`src/rtl/flash_prog.sv`:
```
// flash_prog: program/erase controller for a 16-bit AMD-command-set NOR flash, with DQ7 completion polling.
// Optional feature macro FLASH_ERASE_EN: size=00 writes become sector erases (otherwise they only flag an error).
module flash_prog #(
    parameter int WE_CYCLES   = 4,
    parameter int READ_CYCLES = 6,
    parameter int POLL_MAX    = 65535
) (
    input  logic        clk,
    input  logic        reset,
    input  logic        en,
    input  logic        wr,
    input  logic [1:0]  size,
    input  logic [20:0] addr,
    input  logic [31:0] data_in,
    output logic [31:0] data_out,
    output logic        wt,
    output logic        ce_n,
    output logic        oe_n,
    output logic        we_n,
    output logic        rst_n,
    output logic        byte_n,
    output logic [19:0] a,
    output logic [15:0] d_out,
    output logic        d_oe,
    input  logic [15:0] d_in,
    output logic [2:0]  state_dbg
);

    // Handshake: a transfer is accepted when en=1 is seen in IDLE; wt drops for exactly
    // one clock when it completes, and the master must drop en (or present a new transfer) next clock.

    localparam int CNT_MAX = (WE_CYCLES > READ_CYCLES) ? WE_CYCLES : READ_CYCLES;
    localparam int CNT_W   = $clog2(CNT_MAX + 1);
    localparam int PCNT_W  = $clog2(POLL_MAX + 1);

    typedef enum logic [2:0] {
        S_IDLE, S_SETUP, S_WE_LO, S_WE_HI, S_POLL, S_ACK
    } state_t;

    typedef enum logic [1:0] {
        M_PROG, M_ERASE, M_RESET
    } mode_t;

    state_t             state;
    mode_t              mode;
    logic [2:0]         step;
    logic [CNT_W-1:0]   cnt;
    logic [PCNT_W-1:0]  poll_cnt;
    logic [19:0]        target;
    logic [15:0]        wdata;
    logic [15:0]        wdata2;
    logic               second;
    logic               dq7_s;
    logic               err;
    logic               poll_ok;
    logic               unused_bits;

    assign rst_n       = 1'b1;
    assign byte_n      = 1'b1;
    assign state_dbg   = state;
    assign unused_bits = ^{addr[0], d_in[15:8], d_in[6:0]};

    // Erase completes on DQ7=1; program completes when DQ7 reads back as written.
    assign poll_ok = (mode == M_ERASE) ? dq7_s : (dq7_s == wdata[7]);

    function automatic logic [15:0] swap16(input logic [15:0] x);
        return {x[7:0], x[15:8]};
    endfunction

    function automatic logic [2:0] last_step(input mode_t m);
        case (m)
            M_PROG:  return 3'd3;
            M_ERASE: return 3'd5;
            default: return 3'd0;
        endcase
    endfunction

    function automatic logic [19:0] cmd_addr(input mode_t m, input logic [2:0] s, input logic [19:0] t);
        logic [19:0] r;
        r = t;
        if (m == M_PROG || m == M_ERASE) begin
            case (s)
                3'd0, 3'd2: r = 20'h00555;
                3'd1:       r = 20'h002AA;
                3'd3:       r = (m == M_ERASE) ? 20'h00555 : t;
                3'd4:       r = 20'h002AA;
                default:    r = t;
            endcase
        end
        return r;
    endfunction

    function automatic logic [15:0] cmd_data(input mode_t m, input logic [2:0] s, input logic [15:0] w);
        logic [15:0] r;
        r = 16'h00F0;
        if (m == M_PROG) begin
            case (s)
                3'd0:    r = 16'h00AA;
                3'd1:    r = 16'h0055;
                3'd2:    r = 16'h00A0;
                default: r = w;
            endcase
        end else if (m == M_ERASE) begin
            case (s)
                3'd0, 3'd3: r = 16'h00AA;
                3'd1, 3'd4: r = 16'h0055;
                3'd2:       r = 16'h0080;
                default:    r = 16'h0030;
            endcase
        end
        return r;
    endfunction

    always_ff @(posedge clk) begin
        if (reset) begin
            state    <= S_IDLE;
            mode     <= M_PROG;
            step     <= 3'd0;
            cnt      <= '0;
            poll_cnt <= '0;
            target   <= 20'h0;
            wdata    <= 16'h0;
            wdata2   <= 16'h0;
            second   <= 1'b0;
            dq7_s    <= 1'b0;
            err      <= 1'b0;
            data_out <= 32'h0;
            wt       <= 1'b1;
            ce_n     <= 1'b1;
            oe_n     <= 1'b1;
            we_n     <= 1'b1;
            d_oe     <= 1'b0;
            a        <= 20'h0;
            d_out    <= 16'h0;
        end else begin
            case (state)
                S_IDLE: begin
                    if (en) begin
                        if (!wr) begin
                            data_out <= {31'b0, err};
                            err      <= 1'b0;
                            wt       <= 1'b0;
                            state    <= S_ACK;
                        end else if (size == 2'b00) begin
`ifdef FLASH_ERASE_EN
                            mode   <= M_ERASE;
                            step   <= 3'd0;
                            second <= 1'b0;
                            target <= addr[20:1];
                            a      <= cmd_addr(M_ERASE, 3'd0, addr[20:1]);
                            d_out  <= cmd_data(M_ERASE, 3'd0, 16'h0000);
                            ce_n   <= 1'b0;
                            d_oe   <= 1'b1;
                            state  <= S_SETUP;
`else
                            err   <= 1'b1;
                            wt    <= 1'b0;
                            state <= S_ACK;
`endif
                        end else begin
                            mode   <= M_PROG;
                            step   <= 3'd0;
                            second <= size[1];
                            target <= size[1] ? {addr[20:2], 1'b0} : addr[20:1];
                            wdata  <= size[1] ? swap16(data_in[31:16]) : swap16(data_in[15:0]);
                            wdata2 <= swap16(data_in[15:0]);
                            a      <= cmd_addr(M_PROG, 3'd0, 20'h0);
                            d_out  <= cmd_data(M_PROG, 3'd0, 16'h0000);
                            ce_n   <= 1'b0;
                            d_oe   <= 1'b1;
                            state  <= S_SETUP;
                        end
                    end
                end
                S_SETUP: begin
                    we_n  <= 1'b0;
                    cnt   <= '0;
                    state <= S_WE_LO;
                end
                S_WE_LO: begin
                    if (cnt == CNT_W'(WE_CYCLES - 1)) begin
                        we_n  <= 1'b1;
                        cnt   <= '0;
                        state <= S_WE_HI;
                    end else begin
                        cnt <= cnt + CNT_W'(1);
                    end
                end
                S_WE_HI: begin
                    if (cnt == CNT_W'(WE_CYCLES - 1)) begin
                        cnt <= '0;
                        if (step == last_step(mode)) begin
                            if (mode == M_RESET) begin
                                ce_n  <= 1'b1;
                                d_oe  <= 1'b0;
                                wt    <= 1'b0;
                                state <= S_ACK;
                            end else begin
                                d_oe     <= 1'b0;
                                oe_n     <= 1'b0;
                                a        <= target;
                                poll_cnt <= '0;
                                state    <= S_POLL;
                            end
                        end else begin
                            step  <= step + 3'd1;
                            a     <= cmd_addr(mode, step + 3'd1, target);
                            d_out <= cmd_data(mode, step + 3'd1, wdata);
                            state <= S_SETUP;
                        end
                    end else begin
                        cnt <= cnt + CNT_W'(1);
                    end
                end
                S_POLL: begin
                    if (cnt == CNT_W'(READ_CYCLES - 1)) begin
                        dq7_s <= d_in[7];
                        oe_n  <= 1'b1;
                        cnt   <= cnt + CNT_W'(1);
                    end else if (cnt == CNT_W'(READ_CYCLES)) begin
                        cnt <= '0;
                        if (poll_ok) begin
                            if (second) begin
                                second <= 1'b0;
                                target <= {target[19:1], 1'b1};
                                wdata  <= wdata2;
                                step   <= 3'd0;
                                a      <= cmd_addr(M_PROG, 3'd0, 20'h0);
                                d_out  <= cmd_data(M_PROG, 3'd0, 16'h0000);
                                d_oe   <= 1'b1;
                                state  <= S_SETUP;
                            end else begin
                                ce_n  <= 1'b1;
                                wt    <= 1'b0;
                                state <= S_ACK;
                            end
                        end else if (poll_cnt == PCNT_W'(POLL_MAX - 1)) begin
                            // Timed out: flag it and return the flash to read mode.
                            err    <= 1'b1;
                            mode   <= M_RESET;
                            step   <= 3'd0;
                            second <= 1'b0;
                            a      <= cmd_addr(M_RESET, 3'd0, target);
                            d_out  <= cmd_data(M_RESET, 3'd0, 16'h0000);
                            d_oe   <= 1'b1;
                            state  <= S_SETUP;
                        end else begin
                            poll_cnt <= poll_cnt + PCNT_W'(1);
                            oe_n     <= 1'b0;
                        end
                    end else begin
                        cnt <= cnt + CNT_W'(1);
                    end
                end
                S_ACK: begin
                    wt    <= 1'b1;
                    state <= S_IDLE;
                end
                default: state <= S_IDLE;
            endcase
        end
    end

endmodule

```
`config.mk`:
```
export PLATFORM = sky130hd
export DESIGN_NAME = flash_prog
export DESIGN_NICKNAME = d
export VERILOG_FILES = /design/src/rtl/flash_prog.sv
export SDC_FILE = /design/constraint.sdc
export NUM_CORES = 1
export LEC_CHECK = 0
export ABC_AREA = 1
export CAP_MARGIN = 5
export CORE_MARGIN = 2
export CORE_UTILIZATION = 55
export CTS_BUF_LIST = sky130_fd_sc_hd__clkbuf_8
export DETAILED_ROUTE_END_ITERATION = 10
export GPL_TIMING_DRIVEN = 0
export PLACE_DENSITY = 0.86
export SYNTH_ARGS = -nofsm -noshare
export SYNTH_HDL_FRONTEND = slang
export SYNTH_SLANG_ARGS = --single-unit
export TNS_END_PERCENT = 5
```
`constraint.sdc`:
```
create_clock -name clk -period 4.72 [get_ports clk]
set_input_delay 0.944 -clock clk [delete_from_list [all_inputs] [get_ports clk]]
set_output_delay 0.944 -clock clk [all_outputs]
set_load 0.01 [all_outputs]
```
==> flow_metrics.tcl <==
set metrics [dict create \
    outcome "complete, no violations" \
    hold_violations 0 \
    yosys_warnings 0 \
    post_cts_buffers 0 \
    core_area_sq_um 11900 \
    worst_setup_path_end_kind "primary output" \
    required_ns 3.78 \
    peakVddDrop_v 0.000292 \
    grt_usage_pct 27.3 \
    placementRows 40 \
    fin_crit_ns 2.51 \
    p_leak_nw 3.50 \
    holdWs_ns 0.450 \
    grt_pass1_vias 5928 \
    crit_family "buffers and inverters" \
    post_route_cells_drive_above_1_share_pct 9.41 \
    cts_resized 0 \
    max_stage_delay_ns 0.60 \
    fmax_mhz 398 \
    nets 1253 \
    finalSetupTns_ns 0 \
    maxCapViolations 0 \
    criticalPathCategory "flop to primary output" \
    htree_levels 4 \
    ant_nets 0 \
    worstSetupStartpoint "state_dbg[1]" \
    cp.depth 1 \
    rsz0062_at_grt "false" \
    cts_tree "yes" \
    max_slew_margin_pct 56.3 \
    path_cells "clkdlybuf4s50_1" \
    power_mw 4.01 \
    ys_types 35 \
    grt_max_degree 17 \
    cp_data_arrival_time_ns 1.57 \
    areaGrowthSynthToFinish_pct 25.1 \
    place.detailed.hpwl_microns 13100 \
    final_util_pct 69.7 \
    crit_buf_inv 1 \
    drc 0 \
    cts_buffer_depth 2 \
    insertion_delay_ns 0.45 \
    start_util_pct 55.7 \
    vias 6714 \
    ys_ff_latch 123 \
    syn_avg_cell_area_sq_um 6.53 \
    setup_viol 0 \
    die_width_microns 114 \
    overflow 0 \
    ios 153 \
    crit_fanout 7 \
    fin_skew_ns 0.00708 \
    die_area_sq_um 13000 \
    cp_slowest_cell "clkdlybuf4s50_1" \
    clock-root-buffer "clkbuf_8" \
    drtIter0Drc 490 \
    worstReg2RegEnd "wdata[14]" \
    clk_pin_slew_worst_paths_ns 0.07 \
    worstMarginPinSlew_ns 0.655 \
    reg2reg_slack_ns 2.55 \
    fin_crit_sh_pct 53.3 \
    wl_per_cell_microns 12.9 \
    worstReg2RegStart "cnt[1]" \
    rr_worst_depth 10 \
    power.density_nw_per_um2 483 \
    n_antenna_cell 0 \
    cts_made_buffers 17 \
    drtPass1Iterations 5 \
    synth_area_sq_um 6640 \
    ys_seq_area_share_pct 37.1 \
    final_cell_mix "307 x nand2_1, 142 x nor2_1, 123 x dfxtp_1" \
    place.port_buffers 101 \
    start_kind "flop" \
    vias_per_cell 5.06 \
    die-height_microns 114 \
    clock_sinks 123 \
    final_common_cell "nand2_1" \
    routed_wl_microns 17200 \
    antenna_found_initial 0 \
    gp_congestion 0.937 \
    crit_end "state_dbg[1]" \
    synth_cells 1016 \
    hp-class "flop to flop" \
    grt_pass1_wl_microns 28200 \
    slew_viol_final 0 \
    ctsHoldBuffers 0 \
]
Yosys cell counts (all sizes together):
cell type | count | area share [%]
a21oi | 90 | 6.8
clkbuf | 25 | 1.4
conb | 2 | 0.11
a211oi | 13 | 1.5
nand2 | 309 | 18
nor2 | 150 | 9.2
dfxtp | 123 | 37
xor2 | 7 | 0.92
xnor2 | 5 | 0.66
inv | 91 | 5.1
o21ai | 61 | 4.8
nand4 | 14 | 1.4
or2 | 3 | 0.28
nand3b | 1 | 0.17
a31oi | 3 | 0.28
buf | 55 | 6.0
a21boi | 2 | 0.23
nor3 | 5 | 0.38
nand3 | 46 | 4.0
ha | 11 | 2.1
where the power goes:
part | total (mW) | switching [mW] | internal [mW] | leakage [nW]
registers | 1.37 | 0.126 | 1.24 | 1.00
logic | 1.80 | 1.13 | 0.674 | 2.31
clock network | 0.842 | 0.423 | 0.420 | 0.185
layer usage:
metal / routed length (microns) / track usage [%] / part of all wire, % / up-vias
li1: - / - / - / 3456
met1: 7710 / 36.0 / 45 / 2986
met2: 7670 / 42.8 / 45 / 225
met3: 1220 / 6.27 / 7.1 / 47
met4: 551 / 12.2 / 3.2 / 0
met5: 0 / 0 / 0 / -
cell type report:
class                   count  area [sq um]
plain buffers              80           492
clock buffers              18           248
clock inverters            14           105
fillers                  1054          3610
inverters                  91           342
multi-input cells         753          3460
flip-flops and latches    123          2460
well taps                 147           184
repair buffers            101          1010
cells by family (layout without fill, tap and decap cells):
group	count (synthesis)	count (layout)	synth area share [%]
xor+xnor	12	12	1.58
flops	123	123	37.1
other cells	2	33	0.113
buf+inv	171	304	12.6
simple gates	528	528	33.0
fa+ha+maj	11	11	2.07
compound gates	169	169	13.6
worst min path at each step:
stage                   start  slack [ns]         to  depth (start not counted)
global route         wdata[5]        0.47   wdata[5]                          2
detailed placement  wdata[12]        0.44  wdata[12]                          2
floorplan            wdata[6]        0.42   wdata[6]                          2
CTS                 wdata[12]        0.45  wdata[12]                          2
global placement     wdata[2]        0.44   wdata[2]                          2
finish              wdata[12]        0.45  wdata[12]                          2
flip-flops by register name (all words and copies together), names as in the netlist, 3 cells and up:
signal and flops:
target 20, step 3, cnt 3, a 20
poll_cnt 16, wdata 16, state_dbg 3, wdata2 16
d_out 16
through the flow:
step	setup slack [ns]	cell area, sq um	instances
5_1_grt	2.16	8300	1327
6_report	2.21	8300	1327
3_5_place_dp	1.97	7950	1295
3_3_place_gp	1.94	7950	1295
2_1_floorplan	2.51	6750	1047
4_1_cts	2.20	8300	1327
Power figures use the tool's default switching activity.
